===== config.mk =====
export PLATFORM = sky130hd
export DESIGN_NAME = uparc_bus_arbiter
export DESIGN_NICKNAME = d
export VERILOG_FILES = /design/src/rtl/uparc_bus_arbiter_pkg.sv /design/src/rtl/uparc_arb_req_latch.sv /design/src/rtl/uparc_bus_arbiter.sv
export SDC_FILE = /design/constraint.sdc
export NUM_CORES = 1
export LEC_CHECK = 0
export CAP_MARGIN = 10
export CELL_PAD_IN_SITES_DETAIL_PLACEMENT = 0
export CELL_PAD_IN_SITES_GLOBAL_PLACEMENT = 1
export CORE_MARGIN = 1
export CORE_UTILIZATION = 23
export CTS_BUF_LIST = sky130_fd_sc_hd__clkbuf_4 sky130_fd_sc_hd__clkbuf_8
export CTS_CLUSTER_DIAMETER = 120
export DETAILED_ROUTE_END_ITERATION = 10
export PLACE_DENSITY_LB_ADDON = 0.1
export SYNTH_ARGS = -nofsm -noshare
export SYNTH_HDL_FRONTEND = slang
export SYNTH_SLANG_ARGS = --single-unit

===== constraint.sdc =====
create_clock -name clk -period 2.4 [get_ports clk]
set_input_delay 0.48 -clock clk [delete_from_list [all_inputs] [get_ports clk]]
set_output_delay 0.48 -clock clk [all_outputs]
set_load 0.01 [all_outputs]

===== src/rtl/uparc_bus_arbiter_pkg.sv =====
// rtl/uparc_bus_arbiter_pkg.sv - shared types and helpers for the system-bus arbiter
// Purpose: bus command encodings, port identifiers and the grant decision helper.
// Ports: none (package).
package uparc_bus_arbiter_pkg;

  typedef logic [1:0] bus_cmd_t;

  localparam bus_cmd_t UPARC_BUS_CMD_NONE  = 2'b00;
  localparam bus_cmd_t UPARC_BUS_CMD_READ  = 2'b01;
  localparam bus_cmd_t UPARC_BUS_CMD_WRITE = 2'b10;

  typedef enum logic {
    PORT_IFU = 1'b0,
    PORT_LSU = 1'b1
  } arb_port_t;

  // Winner among registered pending entries. On a tie, fixed-priority mode
  // always picks the LSU; round-robin mode picks the port not granted last.
  function automatic arb_port_t arb_pick(input logic ifu_p, input logic lsu_p,
                                         input logic prio_lsu, input arb_port_t last);
    arb_port_t win;
    if (ifu_p && lsu_p) begin
      if (prio_lsu) win = PORT_LSU;
      else          win = (last == PORT_LSU) ? PORT_IFU : PORT_LSU;
    end else if (lsu_p) begin
      win = PORT_LSU;
    end else begin
      win = PORT_IFU;
    end
    return win;
  endfunction

endpackage


===== src/rtl/uparc_arb_req_latch.sv =====
// rtl/uparc_arb_req_latch.sv - per-port pending request register with capture logic
// Purpose: holds one captured request until the arbiter grants it.
// Ports:
//   clk, nrst        clock, asynchronous active-low reset
//   req              request pulse (already qualified by the caller)
//   req_cmd/addr/be/wdata  request fields sampled with req
//   blocked          port owns a transaction that is not retiring this cycle
//   take             arbiter consumed the entry this cycle
//   pending          entry valid
//   cmd/addr/be/wdata  captured request fields
module uparc_arb_req_latch
  import uparc_bus_arbiter_pkg::*;
#(
  parameter int ADDR_W = 32,
  parameter int DATA_W = 32
) (
  input  logic              clk,
  input  logic              nrst,
  input  logic              req,
  input  bus_cmd_t          req_cmd,
  input  logic [ADDR_W-1:0] req_addr,
  input  logic [3:0]        req_be,
  input  logic [DATA_W-1:0] req_wdata,
  input  logic              blocked,
  input  logic              take,
  output logic              pending,
  output bus_cmd_t          cmd,
  output logic [ADDR_W-1:0] addr,
  output logic [3:0]        be,
  output logic [DATA_W-1:0] wdata
);

  logic accept;

  // A pulse arriving while the port is busy is dropped, not queued.
  assign accept = req & ~pending & ~blocked;

  always_ff @(posedge clk or negedge nrst) begin
    if (!nrst) begin
      pending <= 1'b0;
      cmd     <= UPARC_BUS_CMD_NONE;
      addr    <= '0;
      be      <= '0;
      wdata   <= '0;
    end else if (accept) begin
      pending <= 1'b1;
      cmd     <= req_cmd;
      addr    <= req_addr;
      be      <= req_be;
      wdata   <= req_wdata;
    end else if (take) begin
      pending <= 1'b0;
    end
  end

endmodule


===== src/rtl/uparc_bus_arbiter.sv =====
// rtl/uparc_bus_arbiter.sv - IFU/LSU arbiter for the single CPU system-bus master port
// Purpose: captures fetch and load/store request pulses, grants one at a time and runs
//   a command phase then a response phase on the bus, returning data/errors to the owner.
// Ports:
//   clk, nrst                       clock, asynchronous active-low reset
//   i_ifu_addr/i_ifu_rd             fetch request; o_ifu_busy/o_ifu_data/o_ifu_err_bus/o_ifu_err_algn
//   i_lsu_addr/rd/wr/be/wdata       load/store request; o_lsu_busy/o_lsu_rdata/o_lsu_err_bus
//   o_bus_cmd/addr/be/wdata         bus command, held until i_bus_ready
//   i_bus_ready                     command accepted
//   i_bus_rvalid/i_bus_rdata/i_bus_err  response
module uparc_bus_arbiter
  import uparc_bus_arbiter_pkg::*;
#(
  parameter int ADDR_W    = 32,
  parameter int DATA_W    = 32,
  parameter int PRIO_MODE = 0
) (
  input  logic              clk,
  input  logic              nrst,
  input  logic [ADDR_W-1:0] i_ifu_addr,
  input  logic              i_ifu_rd,
  output logic              o_ifu_busy,
  output logic [DATA_W-1:0] o_ifu_data,
  output logic              o_ifu_err_bus,
  output logic              o_ifu_err_algn,
  input  logic [ADDR_W-1:0] i_lsu_addr,
  input  logic              i_lsu_rd,
  input  logic              i_lsu_wr,
  input  logic [3:0]        i_lsu_be,
  input  logic [DATA_W-1:0] i_lsu_wdata,
  output logic              o_lsu_busy,
  output logic [DATA_W-1:0] o_lsu_rdata,
  output logic              o_lsu_err_bus,
  output logic [1:0]        o_bus_cmd,
  output logic [ADDR_W-1:0] o_bus_addr,
  output logic [3:0]        o_bus_be,
  output logic [DATA_W-1:0] o_bus_wdata,
  input  logic              i_bus_ready,
  input  logic              i_bus_rvalid,
  input  logic [DATA_W-1:0] i_bus_rdata,
  input  logic              i_bus_err
);

  typedef enum logic [1:0] {
    ST_IDLE = 2'd0,
    ST_CMD  = 2'd1,
    ST_RESP = 2'd2
  } state_t;

  state_t    state;
  arb_port_t owner;
  arb_port_t last_grant;
  arb_port_t winner;

  logic              ifu_pending, lsu_pending;
  bus_cmd_t          ifu_pcmd, lsu_pcmd;
  logic [ADDR_W-1:0] ifu_paddr, lsu_paddr;
  logic [3:0]        ifu_pbe, lsu_pbe;
  logic [DATA_W-1:0] ifu_pwdata, lsu_pwdata;
  logic              retire, ifu_blocked, lsu_blocked;
  logic              ifu_aligned, algn_fault, grant_valid, ifu_take, lsu_take;

  // The owner becomes free in its retire cycle so a back-to-back pulse is accepted.
  assign retire      = (state == ST_RESP) & i_bus_rvalid;
  assign ifu_blocked = (state != ST_IDLE) & (owner == PORT_IFU) & ~retire;
  assign lsu_blocked = (state != ST_IDLE) & (owner == PORT_LSU) & ~retire;

  assign ifu_aligned = (i_ifu_addr[1:0] == 2'b00);
  assign algn_fault  = i_ifu_rd & ~ifu_aligned & ~ifu_pending & ~ifu_blocked;

  assign grant_valid = (state == ST_IDLE) & (ifu_pending | lsu_pending);
  assign winner      = arb_pick(ifu_pending, lsu_pending, PRIO_MODE == 1, last_grant);
  assign ifu_take    = grant_valid & (winner == PORT_IFU);
  assign lsu_take    = grant_valid & (winner == PORT_LSU);

  assign o_ifu_busy = i_ifu_rd | ifu_pending | ((state != ST_IDLE) & (owner == PORT_IFU));
  assign o_lsu_busy = i_lsu_rd | i_lsu_wr | lsu_pending | ((state != ST_IDLE) & (owner == PORT_LSU));

  uparc_arb_req_latch #(.ADDR_W(ADDR_W), .DATA_W(DATA_W)) u_ifu_latch (
    .clk       (clk),
    .nrst      (nrst),
    .req       (i_ifu_rd & ifu_aligned),
    .req_cmd   (UPARC_BUS_CMD_READ),
    .req_addr  (i_ifu_addr),
    .req_be    (4'hF),
    .req_wdata ('0),
    .blocked   (ifu_blocked),
    .take      (ifu_take),
    .pending   (ifu_pending),
    .cmd       (ifu_pcmd),
    .addr      (ifu_paddr),
    .be        (ifu_pbe),
    .wdata     (ifu_pwdata)
  );

  // Write wins if both strobes are (illegally) raised together.
  uparc_arb_req_latch #(.ADDR_W(ADDR_W), .DATA_W(DATA_W)) u_lsu_latch (
    .clk       (clk),
    .nrst      (nrst),
    .req       (i_lsu_rd | i_lsu_wr),
    .req_cmd   (i_lsu_wr ? UPARC_BUS_CMD_WRITE : UPARC_BUS_CMD_READ),
    .req_addr  (i_lsu_addr),
    .req_be    (i_lsu_be),
    .req_wdata (i_lsu_wdata),
    .blocked   (lsu_blocked),
    .take      (lsu_take),
    .pending   (lsu_pending),
    .cmd       (lsu_pcmd),
    .addr      (lsu_paddr),
    .be        (lsu_pbe),
    .wdata     (lsu_pwdata)
  );

  always_ff @(posedge clk or negedge nrst) begin
    if (!nrst) begin
      state          <= ST_IDLE;
      owner          <= PORT_IFU;
      last_grant     <= PORT_LSU;
      o_bus_cmd      <= UPARC_BUS_CMD_NONE;
      o_bus_addr     <= '0;
      o_bus_be       <= '0;
      o_bus_wdata    <= '0;
      o_ifu_data     <= '0;
      o_lsu_rdata    <= '0;
      o_ifu_err_bus  <= 1'b0;
      o_lsu_err_bus  <= 1'b0;
      o_ifu_err_algn <= 1'b0;
    end else begin
      o_ifu_err_bus  <= 1'b0;
      o_lsu_err_bus  <= 1'b0;
      o_ifu_err_algn <= algn_fault;
      case (state)
        ST_IDLE: begin
          if (grant_valid) begin
            owner      <= winner;
            last_grant <= winner;
            state      <= ST_CMD;
            if (winner == PORT_LSU) begin
              o_bus_cmd   <= lsu_pcmd;
              o_bus_addr  <= lsu_paddr;
              o_bus_be    <= lsu_pbe;
              o_bus_wdata <= lsu_pwdata;
            end else begin
              o_bus_cmd   <= ifu_pcmd;
              o_bus_addr  <= ifu_paddr;
              o_bus_be    <= ifu_pbe;
              o_bus_wdata <= ifu_pwdata;
            end
          end
        end
        ST_CMD: begin
          if (i_bus_ready) begin
            o_bus_cmd <= UPARC_BUS_CMD_NONE;
            state     <= ST_RESP;
          end
        end
        ST_RESP: begin
          if (i_bus_rvalid) begin
            if (owner == PORT_IFU) begin
              o_ifu_data    <= i_bus_err ? '0 : i_bus_rdata;
              o_ifu_err_bus <= i_bus_err;
            end else begin
              o_lsu_rdata   <= i_bus_err ? '0 : i_bus_rdata;
              o_lsu_err_bus <= i_bus_err;
            end
            state <= ST_IDLE;
          end
        end
        default: state <= ST_IDLE;
      endcase
    end
  end

endmodule


Yosys cells after proc, flatten, opt, wreduce, memory -nomap -nowiden
Index checks and enable logic that the tools add are counted.
Storage, ports and cells
  bits in registers: 247
  bits in latches: 0
  bits in writable memories: 0
  memory bits (read-only): 0
  output and inout bits: 139
  logic and storage cells: 94
  memories: 0
Operators by class
  add/subtract/negate cells: 0
  $mul: 0
  div/mod/pow operators: 0
  $lt $le $gt $ge: 0
  equality and inequality tests: 5
  shift operators: 0
  mux-type cells: 26
  bitwise gates (word level): 30
  reduce and logical (&&, ||, !) cells: 12
Operators by type and width (count)
  $mux W32: 3
  $and A1 B1 Y1: 16
  $mux W2: 7
  $mux W1: 13
  $reduce_and A3 Y1: 4
  $not A1 Y1: 8
  $reduce_bool A2 Y1: 4
  $ne A2 B2 Y1 const B: 3
  $or A1 B1 Y1: 6
  $pmux W2 S3: 1
  $logic_not A2 Y1: 2
  $mux W4: 1
  $pmux W2 S2: 1
  $eq A2 B1 Y1 const B: 1
  $eq A2 B2 Y1 const B: 1
  $reduce_and A2 Y1: 1
  $logic_and A1 B1 Y1: 1

Longest topological paths before layout
  depth after elaboration: 7
  gate-level depth with buffers: 8
  depth with buffers taken out: 4

Hierarchy
A second synthesis with hierarchy kept.
Second synthesis, totals
  cells, all modules: 897
  area total of the unflattened synthesis: 12045.3 um2
By module, submodules not included
  uparc_bus_arbiter: times used 1, cells an instance 593, area each 6044.5 um2, sequential area each 3529.6 um2
  uparc_arb_req_latch: times used 2, cells an instance 152, area each 3000.4 um2, sequential area each 1776.7 um2

Worst setup path after synthesis
Ideal clock, no wire load.
  kind: flip-flop to flip-flop
  start point: register state[0]
  end point: register u_lsu_latch.addr[22]
  library setup time: 0.125 ns
  data arrival time: 1.590 ns
  setup slack: 0.684 ns
  stages on the path, launching flop included: 9
  cells stage by stage: dfrtp_1 > buf_2 > nor2_1 > o2bb2ai_2 > o21a_1 > buf_6 > buf_6 > buf_8 > mux2_4
Between the ends
  longest elaborated chain between the ends: 6
  elaborated cells on any way between the ends: 8
  classes of those cells: eq/ne: 1; bitwise: 6; reduce/logical: 1
RTL lines
  start, declared: RTL line uparc_bus_arbiter.sv:50  | state_t state;
  start signal, assigned: RTL line uparc_bus_arbiter.sv:116  | state <= ST_IDLE;
  start signal, assigned: RTL line uparc_bus_arbiter.sv:137  | state <= ST_CMD;
  start signal, assigned: RTL line uparc_bus_arbiter.sv:154  | state <= ST_RESP;
  $eq A2 B2 Y1: RTL line uparc_bus_arbiter.sv:64  | assign retire = (state == ST_RESP) & i_bus_rvalid;
  $and A1 B1 Y1: RTL line uparc_bus_arbiter.sv:64
  $not A1 Y1: RTL line uparc_bus_arbiter.sv:66  | assign lsu_blocked = (state != ST_IDLE) & (owner == PORT_LSU) & ~retire;
  $and A1 B1 Y1 *: RTL line uparc_bus_arbiter.sv:66
  $not A1 Y1 *: RTL line uparc_arb_req_latch.sv:36  | assign accept = req & ~pending & ~blocked;
  $and A1 B1 Y1 *: RTL line uparc_arb_req_latch.sv:36
  end signal, assigned: RTL line uparc_arb_req_latch.sv:48  | addr <= req_addr;
  end, declared: RTL line uparc_arb_req_latch.sv:28  | output logic [ADDR_W-1:0] addr,
Every way passes the cells marked *; elsewhere a longest branch is shown, timed or not.
A chain may end at the register's enable or synchronous reset.

Final worst setup path
  start point: register state[0]
  end point: output port o_ifu_busy
Between the ends
  longest elaborated chain between the ends: 3
RTL lines
  $reduce_bool A2 Y1: RTL line uparc_bus_arbiter.sv:76  | assign o_ifu_busy = i_ifu_rd | ifu_pending | ((state != ST_IDLE) & (owner == PORT_IFU));
  $and A1 B1 Y1: RTL line uparc_bus_arbiter.sv:76
  $or A1 B1 Y1: RTL line uparc_bus_arbiter.sv:76
  end, declared: RTL line uparc_bus_arbiter.sv:22  | output logic o_ifu_busy,
No other way between the ends.

==> results.md <==
- Worst-margin pin slew: 0.509 ns
- Remaining global-route overflow: 0
- Util after Layout: 34.9%
- Synth top area cells: dfrtp_1 (65%), mux2_2 (7.5%), mux2_4 (5.6%), nand2_1 (4.3%), o21ai_0 (3.6%)
- PnR Total Power: 19,000 uW
- Root Driver: clkbuf_8
- WP data required: 1.92 ns
- Synth Register Bits: 246
- Rows: 73
- CP endpoint kind: primary output
- Post-DP HPWL: 19,100 um
- Nets: 1,157
- VDD IR max: 0.455 mV
- Post-synth top area cell: dfrtp_1
- Worst Hold Class: primary input to asynchronous set/reset pin
- Fin area: 14,000 um2
- Ant diodes: 0
- Synth cell types: 35
- Pwr dens: 1360 nW/um2
- Ys async rst share: 100%
- Area Growth Syn to Fin: 48.3%
- Die Wd: 204 um
- Syn Nets: 849
- RSZ-0062 raised after global routing: no
- Initial antenna violation count: 3
- DR pass1 iterations: 5
- Max FO, Critical Path: 10
- Synthesized area: 9410 um2
- Vias: 6,587
- Core box area: 40,000 um2
- Count leader, synth: dfrtp_1
- WL/cell: 18.2 um
- Worst-skew pair later-pin latency: 0.60 ns
- Share of cells above drive strength 1: 21.1%
- Mean Syn Cell Area: 13.3 um2
- Syn. warnings: 0
- Starting Density: 23.5%
- Number of flops mapped to enable cells by yosys: 0
- Final Hold Fails: 0
- Status: complete, no violations
- Max Buffers Root-to-Sink: 3
- Post-synth top cells: dfrtp_1 (245), nand2_1 (109), o21ai_0 (67)
- Pleak: 0.00616 uW
- Smallest setup slack after layout: 0.236 ns
- Cells after synthesis: 709
- Die area: 41,700 um2
- Cts bufs inserted: 47
- Drt drc: 0
- Dpl ws: 0.0746 ns
- Max Cap Viol: 0
- Vias per cell: 4.19
- Ys flop type: dfrtp_1
- Startpoint types: flop
- Max Slew Vio Count: 0
- Final Skew: 0.0295 ns
- Dpl cell area: 13,000 um2
- First-pass GRT wire length: 43,700 um
- H-tree depth: 2
- Die height: 204 um
- FMAX: 0.462 GHz
- Worst-path clk slew: 0.06 ns
- # setup viols final: 0
- Largest net degree at the start of global routing: 66
- Final TNS setup: 0 ns
- Starting DRT DRC Count: 321
- Post-DRT Antenna Nets: 0
- PortBufs: 278
- Number of global-route vias before repair: 7,076
- Period utilization: 90.2%
- GP Congestion: 0.715
- Post-synth top area share: 65.1%
- # clock sinks: 246
- CP Data Arrival Time: 1.68 ns
- Max_slew headroom: 66.1%
- Period minus WS final: 2.16 ns
- TritonCTS clock tree: yes
- Io pins: 279
- Total GRT Usage: 13.9%
- Post-Route WL: 28,600 um
- CP Class: flop to primary output
- Sequential fraction of the synthesis area: 65.4%
-- final cells by class --
type / count / area, um2
Clock buffer: 77 / 928
Clock inverter: 1 / 5.00
Fill cell: 4012 / 26100
Inverter: 36 / 135
Multi-Input combinational cell: 378 / 2900
Sequential cell: 246 / 6160
Tap cell: 525 / 657
Timing Repair Buffer: 308 / 3180
-- timing repair --
item	in CTS	in global routing
resized for setup	6	1
setup buffers	0	0
hold buffers	1	0
setup endpoints to repair	2	1
hold endpoints to repair	49	0
-- logic make-up after synthesis --
logic type | after synthesis | synth area share, %
and+or+nand+nor | 131 | 5.89
DFF | 246 | 65.4
muxes | 98 | 13.1
AOI/OAI and AO/OA | 149 | 11.4
buffers and inverters | 85 | 4.19
-- worst max-delay path: stages, from the launching register on --
cell,delay [ns]
dfrtp_2,0.48
nor2_4,0.18
o21ai_0,0.08
dlygate4sd2_1,0.33
-- path summary, 6_finish.rpt --
path,startpoint,to,slack (ns),cells after the start
max in group asynchronous,nrst,o_lsu_rdata[10]$_DFFE_PN0P_,1.32,3
worst max-delay path,state[0]$_DFFE_PN0P_,o_ifu_busy,0.24,3
min in group clk,last_grant$_DFFE_PN1P_,last_grant$_DFFE_PN1P_,0.46,2
worst min-delay path,nrst,o_lsu_rdata[1]$_DFFE_PN0P_,0.44,2
worst min register to register,last_grant$_DFFE_PN1P_,last_grant$_DFFE_PN1P_,0.46,2
worst max register to register,state[1]$_DFFE_PN0P_,u_ifu_latch.addr[2]$_DFFE_PN0P_,0.59,5
-- registers in the layout, indices dropped and copies added, names as in the netlist, 4 cells and up --
signal and cells:
o_bus_addr 32, o_bus_be 4, o_bus_wdata 32, o_ifu_data 32, o_lsu_rdata 32, u_ifu_latch.addr 32, u_lsu_latch.addr 32, u_lsu_latch.be 4
u_lsu_latch.wdata 32
-- per-stage QoR --
step	std cells	hold slack, ns
5_1_grt	1571	0.433
3_5_place_dp	1492	0.456
3_3_place_gp	1492	0.461
4_1_cts	1571	0.396
2_1_floorplan	709	0.184
6_report	1571	0.442
-- cell usage in the layout, fill, tap and decap left out, types with 2 or more instances in the layout --
cell type        synthesis  routed
nor2b_1                  2       2
nand2b_1                 3       3
and3_2                   0       2
a222oi_1                32      32
dfrtp_1                245     243
dfrtp_2                  0       2
a21oi_1                  3       3
dlygate4sd2_1            0       2
a22o_1                  35      35
buf_12                   0      13
inv_1                   35      35
buf_4                    5      16
mux2_2                  63      63
clkbuf_8                 0      56
nor2_1                   7       6
mux2_4                  35      35
a22oi_1                  4       4
clkdlybuf4s50_1          0     275
o21ai_0                 67      67
nand2_1                109     109
clkbuf_4                 0      21
a21o_1                   3       3
-- power breakdown --
group          total [uW]  internal [uW]  switching, uW
sequential           7210           6120           1090
clock                4190           2400           1780
combinational        7590           4320           3270
total               19000          12800           6140
-- routing by layer --
layer | track usage (%) | wire (um)
met4 | 4.50 | 642
met5 | 0 | 0
met2 | 19.5 | 12100
met3 | 6.19 | 2600
met1 | 18.7 | 13200
No activity file was read; power rests on OpenSTA's default activity.
